File: src/rtl/ring_shift_pkg.sv
// Shared types and constants for the ring/Johnson shift counter.
package ring_shift_pkg;

  typedef enum logic {
    MODE_RING    = 1'b0,
    MODE_JOHNSON = 1'b1
  } mode_e;

  typedef enum logic {
    DIR_LEFT  = 1'b0,
    DIR_RIGHT = 1'b1
  } dir_e;

  localparam int SEED_W = 64;

  // 0...01 is legal in both ring and Johnson modes.
  function automatic logic [SEED_W-1:0] ring_seed(int width);
    return (width >= 1) ? SEED_W'(1) : '0;
  endfunction

  function automatic int ring_period(mode_e mode, int width);
    return (mode == MODE_JOHNSON) ? 2 * width : width;
  endfunction

endpackage

File: src/rtl/ring_state_check.sv
// Combinational legality check of the counter state for the active mode.
module ring_state_check
  import ring_shift_pkg::*;
#(
  parameter int WIDTH = 4
) (
  input  logic [WIDTH-1:0] q,
  input  logic             mode,
  output logic             legal
);

  int edges;
  logic onehot;

  always_comb begin
    edges = 0;
    for (int i = 0; i < WIDTH - 1; i++) begin
      edges = edges + int'(q[i] ^ q[i+1]);
    end
    onehot = ($countones(q) == 1);
    legal = (mode == MODE_JOHNSON) ? (edges <= 1) : onehot;
  end

endmodule

File: src/rtl/ring_shift_ctr.sv
// One-hot ring / Johnson counter with direction, load and position index.
// Define RING_SHIFT_SELFCORRECT_EN to build illegal-state recovery.
module ring_shift_ctr
  import ring_shift_pkg::*;
#(
  parameter int WIDTH = 4,
  parameter int IDX_W = $clog2(2 * WIDTH)
) (
  input  logic             clk,
  input  logic             reset,
  input  logic             en,
  input  logic             mode,
  input  logic             dir,
  input  logic             load,
  input  logic [WIDTH-1:0] load_val,
  output logic [WIDTH-1:0] q,
  output logic [IDX_W-1:0] idx,
  output logic             wrap,
  output logic             illegal
);

  localparam logic [WIDTH-1:0] SEED =
    WIDTH'(ring_seed(WIDTH));
  localparam logic [IDX_W-1:0] LAST_RING =
    IDX_W'(ring_period(MODE_RING, WIDTH) - 1);
  localparam logic [IDX_W-1:0] LAST_JOHN =
    IDX_W'(ring_period(MODE_JOHNSON, WIDTH) - 1);

  logic             mode_q;
  logic             mode_n;
  logic [WIDTH-1:0] q_n;
  logic [IDX_W-1:0] idx_n;
  logic [IDX_W-1:0] last;
  logic             wrap_n;

  function automatic logic [WIDTH-1:0] step(
    input logic [WIDTH-1:0] v,
    input logic             m,
    input logic             d
  );
    logic [WIDTH-1:0] r;
    unique case ({m, d})
      2'b00:   r = {v[WIDTH-2:0], v[WIDTH-1]};
      2'b01:   r = {v[0], v[WIDTH-1:1]};
      2'b10:   r = {v[WIDTH-2:0], ~v[WIDTH-1]};
      default: r = {~v[0], v[WIDTH-1:1]};
    endcase
    return r;
  endfunction

`ifdef RING_SHIFT_SELFCORRECT_EN
  logic legal;
  logic recover;
  logic ill_n;

  ring_state_check #(
    .WIDTH(WIDTH)
  ) u_check (
    .q    (q),
    .mode (mode_q),
    .legal(legal)
  );

  assign recover = ~legal;

  always_ff @(posedge clk) begin
    if (reset) illegal <= 1'b0;
    else       illegal <= ill_n;
  end
`else
  assign illegal = 1'b0;
`endif

  always_comb begin
    q_n    = q;
    idx_n  = idx;
    mode_n = mode_q;
    wrap_n = 1'b0;
`ifdef RING_SHIFT_SELFCORRECT_EN
    ill_n  = 1'b0;
`endif
    last = (mode_q == MODE_JOHNSON) ? LAST_JOHN : LAST_RING;
    if (load) begin
      q_n   = load_val;
      idx_n = '0;
    end
`ifdef RING_SHIFT_SELFCORRECT_EN
    else if (recover) begin
      q_n   = SEED;
      idx_n = '0;
      ill_n = 1'b1;
    end
`endif
    else if (mode != mode_q) begin
      // Index restarts; q still steps once under the new mode.
      mode_n = mode;
      idx_n  = '0;
      if (en) q_n = step(q, mode, dir);
    end else if (en) begin
      q_n = step(q, mode_q, dir);
      if (dir == DIR_RIGHT) begin
        if (idx == '0) begin
          idx_n  = last;
          wrap_n = 1'b1;
        end else begin
          idx_n = idx - 1'b1;
        end
      end else if (idx == last) begin
        idx_n  = '0;
        wrap_n = 1'b1;
      end else begin
        idx_n = idx + 1'b1;
      end
    end
  end

  always_ff @(posedge clk) begin
    if (reset) begin
      q      <= SEED;
      idx    <= '0;
      wrap   <= 1'b0;
      mode_q <= MODE_RING;
    end else begin
      q      <= q_n;
      idx    <= idx_n;
      wrap   <= wrap_n;
      mode_q <= mode_n;
    end
  end

endmodule

File: config.mk
export PLATFORM = sky130hd
export DESIGN_NAME = ring_shift_ctr
export DESIGN_NICKNAME = d
export VERILOG_FILES = /design/src/rtl/ring_shift_pkg.sv /design/src/rtl/ring_state_check.sv /design/src/rtl/ring_shift_ctr.sv
export SDC_FILE = /design/constraint.sdc
export NUM_CORES = 1
export LEC_CHECK = 0
export CAP_MARGIN = 20
export CORE_AREA = 2 2 39 41
export CTS_CLUSTER_SIZE = 40
export DETAILED_ROUTE_END_ITERATION = 7
export DIE_AREA = 0 0 41 43
export PLACE_DENSITY = 0.79
export SLEW_MARGIN = 20
export SYNTH_ARGS = -nofsm -noshare
export SYNTH_HDL_FRONTEND = slang
export SYNTH_SLANG_ARGS = --single-unit
File: constraint.sdc
create_clock -name clk -period 1.76 [get_ports clk]
set_input_delay 0.352 -clock clk [delete_from_list [all_inputs] [get_ports clk]]
set_output_delay 0.352 -clock clk [all_outputs]
set_load 0.005 [all_outputs]
# Word level (Yosys, flattened, before mapping)

Cells that the tools add are included.

Add/sub/neg operators: 2
Equal/unequal tests: 6
Muxes and demuxes: 13
Bitwise logic cells: 4
Reductions and logical operators: 7

Operator list:

| cell                  | count |
|---|---|
| $pmux W4 S3           | 2 |
| $mux W4               | 4 |
| $mux W3               | 4 |
| $eq A2 B1 Y1 const B  | 2 |
| $eq A2 B2 Y1 const B  | 2 |
| $logic_not A2 Y1      | 2 |
| $not A1 Y1            | 4 |
| $reduce_or A4 Y1      | 1 |
| $add A3 B1 Y3 const B | 1 |
| $eq A3 B3 Y1          | 1 |
| $logic_not A3 Y1      | 1 |
| $mux W1               | 3 |
| $reduce_or A3 Y1      | 1 |
| $sub A3 B1 Y3 const B | 1 |
| $reduce_and A2 Y1     | 1 |
| $reduce_bool A2 Y1    | 1 |
| $ne A1 B1 Y1          | 1 |

Flip-flop bits (word level): 9
Logic and storage cells: 36

# Longest topological paths before layout

Gate-level depths: netlist of the first run.

Depth after elaboration: 5
Mapped depth: 5
Depth with buffers taken out: 5

# Least setup slack after synthesis of the first run

OpenSTA, ideal clock, no wires.

Kind: reg-to-reg
From: register idx[0]
To: register idx[2]
Library setup time: 0.086 ns
Arrival: 1.126 ns
Required time: 1.674 ns
Setup slack: 0.548 ns
Cell stages (with the launch flop): 5
Buffers on the path: 0
Clock period less this slack: 1.212 ns
Cell sequence: dfxtp_1 -> inv_1 -> ha_1 -> o31a_1 -> a221oi_2

Longest elaborated chain between the ends: 3
Elaborated cells between the ends (all ways): 7
Classes of those cells: add/sub (2); eq/ne (1); mux (3); reduce/logical (1)

RTL lines:

| item                                  | line                                         | RTL |
|---|---|---|
| from (decl)                           | ring_shift_ctr.sv:17                         | `output logic [IDX_W-1:0] idx,` |
| from (signal assigned)                | ring_shift_ctr.sv:125                        | `idx <= idx_n;` |
| $add A3 B1 Y3 (tied with other cells) | ring_shift_ctr.sv:112                        | `idx_n = idx + 1'b1;` |
| $mux W3 (on tied branches)            | ring_shift_ctr.sv:108, ring_shift_ctr.sv:102 |  |
| $mux W3 *                             | ring_shift_ctr.sv:101                        | `if (dir == DIR_RIGHT) begin` |

Every way passes the cells marked *; elsewhere a longest branch is shown, timed or not.
A chain may end at the register's enable or synchronous reset.

# Final worst setup path of the first run

From: register q[0]
To: output port q[0]

RTL lines:

| item                   | line                  | RTL |
|---|---|---|
| from (decl)            | ring_shift_ctr.sv:16  | `output logic [WIDTH-1:0] q,` |
| from (signal assigned) | ring_shift_ctr.sv:124 | `q <= q_n;` |

No word-level cell between the ends.

==> flow_summary.toml, run 1 <==
[status]
outcome = "finished, final reports clean"

[detailed_routing]
antenna_violating_nets_post_route = 0
drcViolationCount = 0
via_count = 546
route.final.wire_length_mm = 1.231
routedWlPerCell_um = 11.72
first_pass_iters = 4
post_drt_via_cell_ratio = 5.200
dr.first_iter.drc_count = 13

[timing]
timing.final.hold_violations = 0
finalMaxSlewViolations = 0
fin_worst_hold_slack_ns = 0.5620
post_route_worst_setup_slack_ns = 0.2046
finalCriticalPeriod_ns = 1.555
fmax_mhz = 642.9
finalSetupViolCount = 0
clock-skew-final_ns = 0.0005751
final_min_period_over_clock_period_pct = 88.38
setup_total_negative_slack_ns = 0
rsz0062_at_grt = "false"

[clocking]
cts_sinks = 9
cts_made_buffers = 3
clk_path_buf_depth = 2
root_buffer = "sky130_fd_sc_hd__clkbuf_4"
h-tree-depth = 1
clk-insertion-delay-late_ns = 0.27
post_cts_resize_count = 0
post-cts-setup-buffers = 0
clkTransAtPathRegs_ns = 0.07
tritoncts = "built"
hold_buffers = 0

[placed_design]
dp.final_hpwl_um = 991.3
place_congestion = 0.7430
place_worst_setup_slack_ns = 0.05603
numPortBuffers = 17

[pwr]
p_sw_share_pct = 27.59
total_leakage_power_nw = 0.3324
fin_total_pwr_uw = 518.7
ir_worst_vdd_v = 0.0003625
p_seq_share_pct = 43.8
powerDensity_mw_per_mm2 = 643.7
power.combinational.fraction_pct = 23.7
internal_power_uw = 375.5
clock_power_share_pct = 32.5
power_switching_uw = 143.1

[synthesis]
seq_total_area_yosys_pct = 30.97
netlist_instances = 67
syn-mean-instance-area_sq_um = 8.684
mappedNetlistArea_sq_um = 581.8
yosysWarnings = 0
post_synthesis_register_bit_count = 9
yosys.cell_types.count = 32
synth.net_count = 80

[global_route]
first_global_vias = 525
grt_first_pass_wirelength_mm = 2.076
gr-total-overflow = 0
gr-usage-all-layers_pct = 17.44
largest_net_degree_at_the_start_of_global_routing = 11
number_of_antenna_violations_at_the_first_check_in_global_routing = 0

[setup_path]
cp.buffers_inverters = 1
worst-setup-path-type = "reg -> out"
critical_path.top_delay_family = "buffers and inverters"
worst-path-stages = 1
cp.arrival_ns = 1.20
r2r_cell_count = 4
r2r_slack_ns = 0.47
critPathMaxStageDelay_ns = 0.53
critical_path.slowest_cell = "sky130_fd_sc_hd__clkdlybuf4s50_1"
crit_path_end_kind = "primary output"
critical_path.cell_chain = "clkdlybuf4s50_1"
startpoint_types = "flop"
crit_fanout = 4
worst-endpoint-required_ns = 1.41

[floorplanning]
dieArea_sq_mm = 0.001763
die_y_um = 43
num_io_pins = 19
std_cell_rows = 14
die_w_um = 41
start_util_pct = 42.04
core-area_sq_mm = 0.001384

[finish]
nNetsFinal = 103
fillCellCount = 136
drive_gt1_share_pct = 14.61
antenna-diode-count = 0
layout-area-overhead-vs-synth_pct = 38.49

[flow_run]
maxCapViolations = 0

[min_path]
min_path_cells = 2
hold_path_class = "reg -> reg"
==> worst register-to-register path, delay by kind of cell, from the launching register on <==
kind            cells  cell delay [ns]
compound gates      2             0.52
flops               1             0.35
fa+ha+maj           1             0.24
buf+inv             1             0.09
==> synth_stat cells (all sizes together) <==
cell type | number | area [sq um]
ha | 3 | 37.54
and3b | 1 | 10.01
o21ai | 2 | 10.00
o22ai | 2 | 12.51
dfxtp | 9 | 180.2
a221oi | 3 | 32.53
nand2 | 6 | 22.52
a21oi | 3 | 18.77
conb | 1 | 3.750
o31a | 1 | 8.760
buf | 3 | 26.27
nor3b | 1 | 7.510
o311a | 1 | 10.01
nand2b | 2 | 15.02
a211o | 2 | 17.52
inv | 5 | 18.76
nor3 | 1 | 5.000
a21o | 2 | 15.01
a22oi | 1 | 7.510
xor2 | 2 | 17.52
xnor2 | 3 | 26.28
a211oi | 1 | 7.510
mux2i | 4 | 40.04
clkbuf | 1 | 3.750
nand3 | 1 | 5.000
nor2 | 6 | 22.52
==> worst paths after layout <==
| kind | start | endpoint |
|---|---|---|
| max | q[0]$_SDFFE_PP1P_ | q[0] |
| min | idx[1]$_SDFFE_PP0P_ | idx[1]$_SDFFE_PP0P_ |
| max reg2reg | idx[0]$_SDFFE_PP0P_ | idx[2]$_SDFFE_PP0P_ |
| min reg2reg | idx[1]$_SDFFE_PP0P_ | idx[1]$_SDFFE_PP0P_ |
==> layer usage <==
metal,up-vias,GRT usage (%),share of wire (%)
met5,-,0,0
met4,0,8.000,1.5
met3,4,4.712,6.3
met2,17,29.69,49
met1,244,18.57,43
li1,281,-,-
==> cells by family after synthesis <==
group	after synthesis	share of synthesized area (%)
buffers and inverters	9	8.384
other	1	0.6445
and+or+nand+nor	18	15.05
AOI/OAI and AO/OA	18	24.09
DFF	9	30.97
xor gates and xnor gates	5	7.528
muxes	4	6.882
adders and majority gates	3	6.452
==> area by class of cell <==
type | count | area, sq um | area share, %
multi-input combinational | 49 | 352.8 | 43.79
inverter | 5 | 18.77 | 2.329
clock buffer | 4 | 26.28 | 3.261
tap | 16 | 20.02 | 2.484
sequential | 9 | 180.2 | 22.36
timing repair buffer | 22 | 207.7 | 25.78
==> registers in the layout, summed over array words and instances (netlist names) <==
| register | count |
|---|---|
| wrap | 1 |
| mode_q | 1 |
| idx | 3 |
| q | 4 |
==> metrics by stage <==
step	instances	util (%)	cell area, sq um
2_1_floorplan	67	-	581.8
3_3_place_gp	101	56.33	779.5
3_5_place_dp	101	56.33	779.5
4_1_cts	105	58.23	805.8
5_1_grt	105	58.23	805.8
6_report	105	58.23	805.8
==> power by group through the flow <==
stage / logic [mW] / registers [mW] / clock network, mW
floorplan: 0.0686 / 0.230 / 0
global placement: 0.122 / 0.232 / 0
detailed placement: 0.124 / 0.231 / 0
CTS: 0.124 / 0.227 / 0.171
global route: 0.136 / 0.229 / 0.178
finish: 0.123 / 0.227 / 0.169
==> layout by cell type (no fill, tap or decap), types with 2 or more instances in the layout <==
| cell | n |
|---|---|
| sky130_fd_sc_hd__clkdlybuf4s50_1 | 17 |
| sky130_fd_sc_hd__dfxtp_1 | 9 |
| sky130_fd_sc_hd__nand2_1 | 6 |
| sky130_fd_sc_hd__nor2_1 | 6 |
| sky130_fd_sc_hd__buf_4 | 5 |
| sky130_fd_sc_hd__inv_1 | 4 |
| sky130_fd_sc_hd__mux2i_1 | 4 |
| sky130_fd_sc_hd__xnor2_1 | 3 |
| sky130_fd_sc_hd__ha_1 | 3 |
| sky130_fd_sc_hd__clkbuf_4 | 3 |
| sky130_fd_sc_hd__a21o_1 | 2 |
| sky130_fd_sc_hd__o22ai_1 | 2 |
| sky130_fd_sc_hd__xor2_1 | 2 |
| sky130_fd_sc_hd__a211o_1 | 2 |
| sky130_fd_sc_hd__a221oi_1 | 2 |
| sky130_fd_sc_hd__a21oi_1 | 2 |
Note: power is estimated with default switching activity, not from simulation.
==> run 2: changes to the inputs <==
- CTS_CLUSTER_DIAMETER: not set -> 100
- RECOVER_POWER: not set -> 100
==> flow_summary.toml, run 2 (synthesis results as in run 1) <==
[pwr]
powerDensity_mw_per_mm2 = 641.7
total_leakage_power_nw = 0.3513
fin_total_pwr_uw = 513.0
ir_worst_vdd_v = 0.0003602

[placed_design]
numPortBuffers = 17
dpl.cell_count = 101
post_dp_cell_area_sq_um = 779.5
dp.final_hpwl_um = 991.3
place_congestion = 0.7430
place_worst_setup_slack_ns = 0.05603

[setup_path]
worst_setup_path_startpoint = "q[0]$_SDFFE_PP1P_"
worst-setup-path-type = "reg -> out"
cp.arrival_ns = 1.26
cp.buffers_inverters = 1
critPathMaxStageDelay_ns = 0.59
worst-endpoint-required_ns = 1.41
critical_path.top_delay_family = "buffers and inverters"
critical_path.cell_chain = "dlygate4sd3_1"
worstSetupEndpoint = "q[0]"
r2r_cell_count = 4
crit_path_end_kind = "primary output"
startpoint_types = "flop"
worst-path-stages = 1
worstReg2RegStart = "idx[0]$_SDFFE_PP0P_"
r2r_slack_ns = 0.47
worstReg2RegEnd = "idx[2]$_SDFFE_PP0P_"
crit_fanout = 4
critical_path.slowest_cell = "sky130_fd_sc_hd__dlygate4sd3_1"

[timing]
setup_total_negative_slack_ns = 0
clock-skew-final_ns = 0.0002942
final_min_period_over_clock_period_pct = 91.65
finalCriticalPeriod_ns = 1.613
fmax_mhz = 620.0
post_route_worst_setup_slack_ns = 0.1470
finalMaxSlewViolations = 0
fin_worst_hold_slack_ns = 0.5583
timing.final.hold_violations = 0
rsz0062_at_grt = "false"
finalSetupViolCount = 0

[detailed_routing]
route.final.wire_length_mm = 1.224
first_pass_iters = 5
via_count = 548
post_drt_via_cell_ratio = 5.219
antenna_violating_nets_post_route = 0
dr.first_iter.drc_count = 9
routedWlPerCell_um = 11.66
drcViolationCount = 0

[global_route]
largest_net_degree_at_the_start_of_global_routing = 11
gr-total-overflow = 0
number_of_antenna_violations_at_the_first_check_in_global_routing = 0
grt_first_pass_wirelength_mm = 2.076
first_global_vias = 525
gr-usage-all-layers_pct = 17.44

[clocking]
clkTransAtPathRegs_ns = 0.07
root_buffer = "sky130_fd_sc_hd__clkbuf_4"
tritoncts = "built"
cts_sinks = 9
post_cts_resize_count = 0
h-tree-depth = 1
post-cts-setup-buffers = 0
clk-insertion-delay-late_ns = 0.27
cts_made_buffers = 3
clk_path_buf_depth = 2
hold_buffers = 0

[floorplanning]
core-area_sq_mm = 0.001384
start_util_pct = 42.04
die_w_um = 41
std_cell_rows = 14
die_y_um = 43
dieArea_sq_mm = 0.001763
num_io_pins = 19

[finish]
mostFrequentLayoutCells = "sky130_fd_sc_hd__dlygate4sd3_1, sky130_fd_sc_hd__dfxtp_1, sky130_fd_sc_hd__clkdlybuf4s50_1, sky130_fd_sc_hd__nand2_1, sky130_fd_sc_hd__nor2_1"
drive_gt1_share_pct = 13.48
max_flop_register = "q"
fin_cells = 105
post-route-util_pct = 57.78
finalInstanceArea_sq_um = 799.5
largest_registers = "q x4, idx x3"
nNetsFinal = 103
largest_register_ffs = 4
layout-area-overhead-vs-synth_pct = 37.42
layout.cells.most_common = "sky130_fd_sc_hd__dlygate4sd3_1"
antenna-diode-count = 0

[flow_run]
maxCapViolations = 0

[min_path]
hold_path_class = "reg -> reg"

[status]
outcome = "finished, final reports clean"
==> run 2: cell count changes in the layout (fill, tap and decap cells not counted), sizes merged <==
cell           delta
clkdlybuf4s50    -10
dlygate4sd3      +10
==> run 2: cell type report <==
type                       count  area (sq um)
clock buffer                   4         26.28
fill                         137         584.3
inverter                       5         18.77
multi-input combinational     49         346.6
sequential                     9         180.2
tap                           16         20.02
timing repair buffer          22         207.7
==> run 2: per-layer routing <==
| layer | GRT usage [%] | share of wire (%) | wire [um] | up-vias |
|---|---|---|---|---|
| li1 | - | - | - | 280 |
| met1 | 18.57 | 43 | 525 | 247 |
| met2 | 29.69 | 50 | 606 | 17 |
| met3 | 4.712 | 5.9 | 72 | 4 |
| met4 | 8.000 | 1.6 | 19 | 0 |
| met5 | 0 | 0 | 0 | - |
==> run 2: worst min-delay path by stage <==
stage	end	cells past startpoint	startpoint	slack [ns]
after CTS	idx[1]$_SDFFE_PP0P_	2	idx[1]$_SDFFE_PP0P_	0.58
after floorplan	q[2]$_SDFFE_PP0P_	1	reset	0.41
final	idx[1]$_SDFFE_PP0P_	2	idx[1]$_SDFFE_PP0P_	0.56
after global routing	idx[1]$_SDFFE_PP0P_	2	idx[1]$_SDFFE_PP0P_	0.61
after detailed placement	idx[1]$_SDFFE_PP0P_	2	idx[1]$_SDFFE_PP0P_	0.57
after global placement	idx[1]$_SDFFE_PP0P_	2	idx[1]$_SDFFE_PP0P_	0.54
==> run 2: where the power goes <==
| group | switching [mW] | total, mW | leakage [nW] | internal, mW |
|---|---|---|---|---|
| Clock | 0.0813 | 0.169 | 0.0150 | 0.0878 |
| Combinational | 0.0487 | 0.117 | 0.262 | 0.0687 |
| Sequential | 0.0120 | 0.227 | 0.0740 | 0.215 |
| Total | 0.142 | 0.513 | 0.351 | 0.371 |
==> run 3: changes to the inputs <==
- RECOVER_POWER: 100 -> 25
- REMOVE_ABC_BUFFERS: not set -> 1
==> flow_summary.toml, run 3 (synthesis results as in run 1) <==
[status]
outcome = "finished, final reports clean"

[pwr]
power.combinational.fraction_pct = 24.2
power_switching_uw = 135.7
p_sw_share_pct = 26.56
total_leakage_power_nw = 0.3339
ir_worst_vdd_v = 0.0004619
internal_power_uw = 375.2
p_seq_share_pct = 44.5
clock_power_share_pct = 31.3
powerDensity_mw_per_mm2 = 631.2

[global_route]
grt_first_pass_wirelength_mm = 2.201
gr-total-overflow = 0
largest_net_degree_at_the_start_of_global_routing = 9
gr-usage-all-layers_pct = 18.57
number_of_antenna_violations_at_the_first_check_in_global_routing = 0
first_global_vias = 530

[timing]
finalCriticalPeriod_ns = 1.613
fmax_mhz = 620.1
fin_worst_hold_slack_ns = 0.5558
setup_total_negative_slack_ns = 0
timing.final.hold_violations = 0
finalMaxSlewViolations = 0
finalSetupViolCount = 0
final_min_period_over_clock_period_pct = 91.63
clock-skew-final_ns = 0.0009042
rsz0062_at_grt = "false"

[clocking]
h-tree-depth = 1
clk_path_buf_depth = 2
cts_sinks = 9
post_cts_resize_count = 0
clkTransAtPathRegs_ns = 0.06
post-cts-setup-buffers = 0
cts_made_buffers = 3
tritoncts = "built"
root_buffer = "sky130_fd_sc_hd__clkbuf_4"
hold_buffers = 0
clk-insertion-delay-late_ns = 0.26

[floorplanning]
num_io_pins = 19
die_y_um = 43
start_util_pct = 42.04
core-area_sq_mm = 0.001384
die_w_um = 41
std_cell_rows = 14
dieArea_sq_mm = 0.001763

[detailed_routing]
wl_met2_um = 600
dr.first_iter.drc_count = 10
antenna_violating_nets_post_route = 0
post_drt_via_cell_ratio = 5.066
routedWlPerCell_um = 11.53
top_layer_used = "met4"
wl_met3_um = 55
via_count = 537
route.final.wire_length_mm = 1.222
drt-met1-wl_um = 544
drcViolationCount = 0
first_pass_iters = 4

[setup_path]
worst-endpoint-required_ns = 1.93
worstReg2RegEnd = "idx[2]$_SDFFE_PP0P_"
crit_path_end_kind = "flop"
cp.arrival_ns = 1.78
r2r_cell_count = 4
r2r_slack_ns = 0.51
crit_fanout = 8
worstReg2RegStart = "idx[0]$_SDFFE_PP0P_"
startpoint_types = "primary input"
worst-setup-path-type = "in -> reg"

[min_path]
min_delay_worst_endpoint = "idx[1]$_SDFFE_PP0P_"
hold_path_class = "reg -> reg"
min_from = "idx[1]$_SDFFE_PP0P_"
min_path_cells = 2

[finish]
nNetsFinal = 104
drive_gt1_share_pct = 14.44
largest_register_ffs = 4
mostFrequentLayoutCells = "sky130_fd_sc_hd__clkdlybuf4s50_1, sky130_fd_sc_hd__dfxtp_1, sky130_fd_sc_hd__nand2_1, sky130_fd_sc_hd__nor2_1, sky130_fd_sc_hd__buf_4"
layout-area-overhead-vs-synth_pct = 39.14
antenna-diode-count = 0
layout.cells.most_common = "sky130_fd_sc_hd__clkdlybuf4s50_1"
largest_registers = "q x4, idx x3"
max_flop_register = "q"

[placed_design]
dp.final_hpwl_um = 967.6
place_congestion = 0.7295
numPortBuffers = 17

[flow_run]
maxCapViolations = 0
==> run 3: area by class of cell <==
class | count | area [sq um]
Sequential cell | 9 | 180.2
Inverter | 5 | 18.77
Multi-Input combinational cell | 49 | 352.8
Tap cell | 16 | 20.02
Fill cell | 128 | 574.3
Timing Repair Buffer | 23 | 211.5
Clock buffer | 4 | 26.28
==> run 3: per-layer routing <==
layer / vias up / global-route usage (%)
li1: 282 / -
met1: 238 / 23.53
met2: 15 / 27.50
met3: 2 / 4.712
met4: 0 / 10.00
met5: - / 0
==> run 3: power by group through the flow <==
stage | clock [mW] | combinational (mW) | sequential, mW
6_report | 0.160 | 0.124 | 0.227
5_1_grt | 0.179 | 0.137 | 0.230
4_1_cts | 0.168 | 0.126 | 0.227
3_5_place_dp | 0 | 0.125 | 0.232
3_3_place_gp | 0 | 0.124 | 0.231
2_1_floorplan | 0 | 0.0557 | 0.230
==> run 3: how the worst max path moves through the flow <==
stage                              startpoint                  end  slack, ns  cells past startpoint
after floorplan           idx[0]$_SDFFE_PP0P_  idx[2]$_SDFFE_PP0P_       0.55                      4
after global placement                    dir  idx[0]$_SDFFE_PP0P_       0.14                      5
after detailed placement                  dir  idx[0]$_SDFFE_PP0P_       0.10                      5
after CTS                   q[0]$_SDFFE_PP1P_                 q[0]       0.17                      1
after global routing                      dir  idx[0]$_SDFFE_PP0P_       0.06                      5
final                                     dir  idx[0]$_SDFFE_PP0P_       0.15                      5
==> run 3: critical path, stage by stage <==
cell	delay, ns
sky130_fd_sc_hd__clkdlybuf4s50_1	0.49
sky130_fd_sc_hd__clkbuf_1	0.35
sky130_fd_sc_hd__and3b_2	0.27
sky130_fd_sc_hd__nor2_1	0.05
sky130_fd_sc_hd__a221oi_1	0.26
==> run 3: stage by stage <==
| stage | cell area (sq um) | instances | setup WS, ns | total power [mW] | utilization, % |
|---|---|---|---|---|---|
| 2_1_floorplan | 551.8 | 63 | 0.5476 | 0.2855 | - |
| 3_3_place_gp | 787.0 | 102 | 0.1365 | 0.3545 | 56.87 |
| 3_5_place_dp | 787.0 | 102 | 0.1035 | 0.3567 | 56.87 |
| 4_1_cts | 813.3 | 106 | 0.1664 | 0.5214 | 58.77 |
| 5_1_grt | 809.5 | 106 | 0.05777 | 0.5450 | 58.50 |
| 6_report | 809.5 | 106 | 0.1473 | 0.5109 | 58.50 |
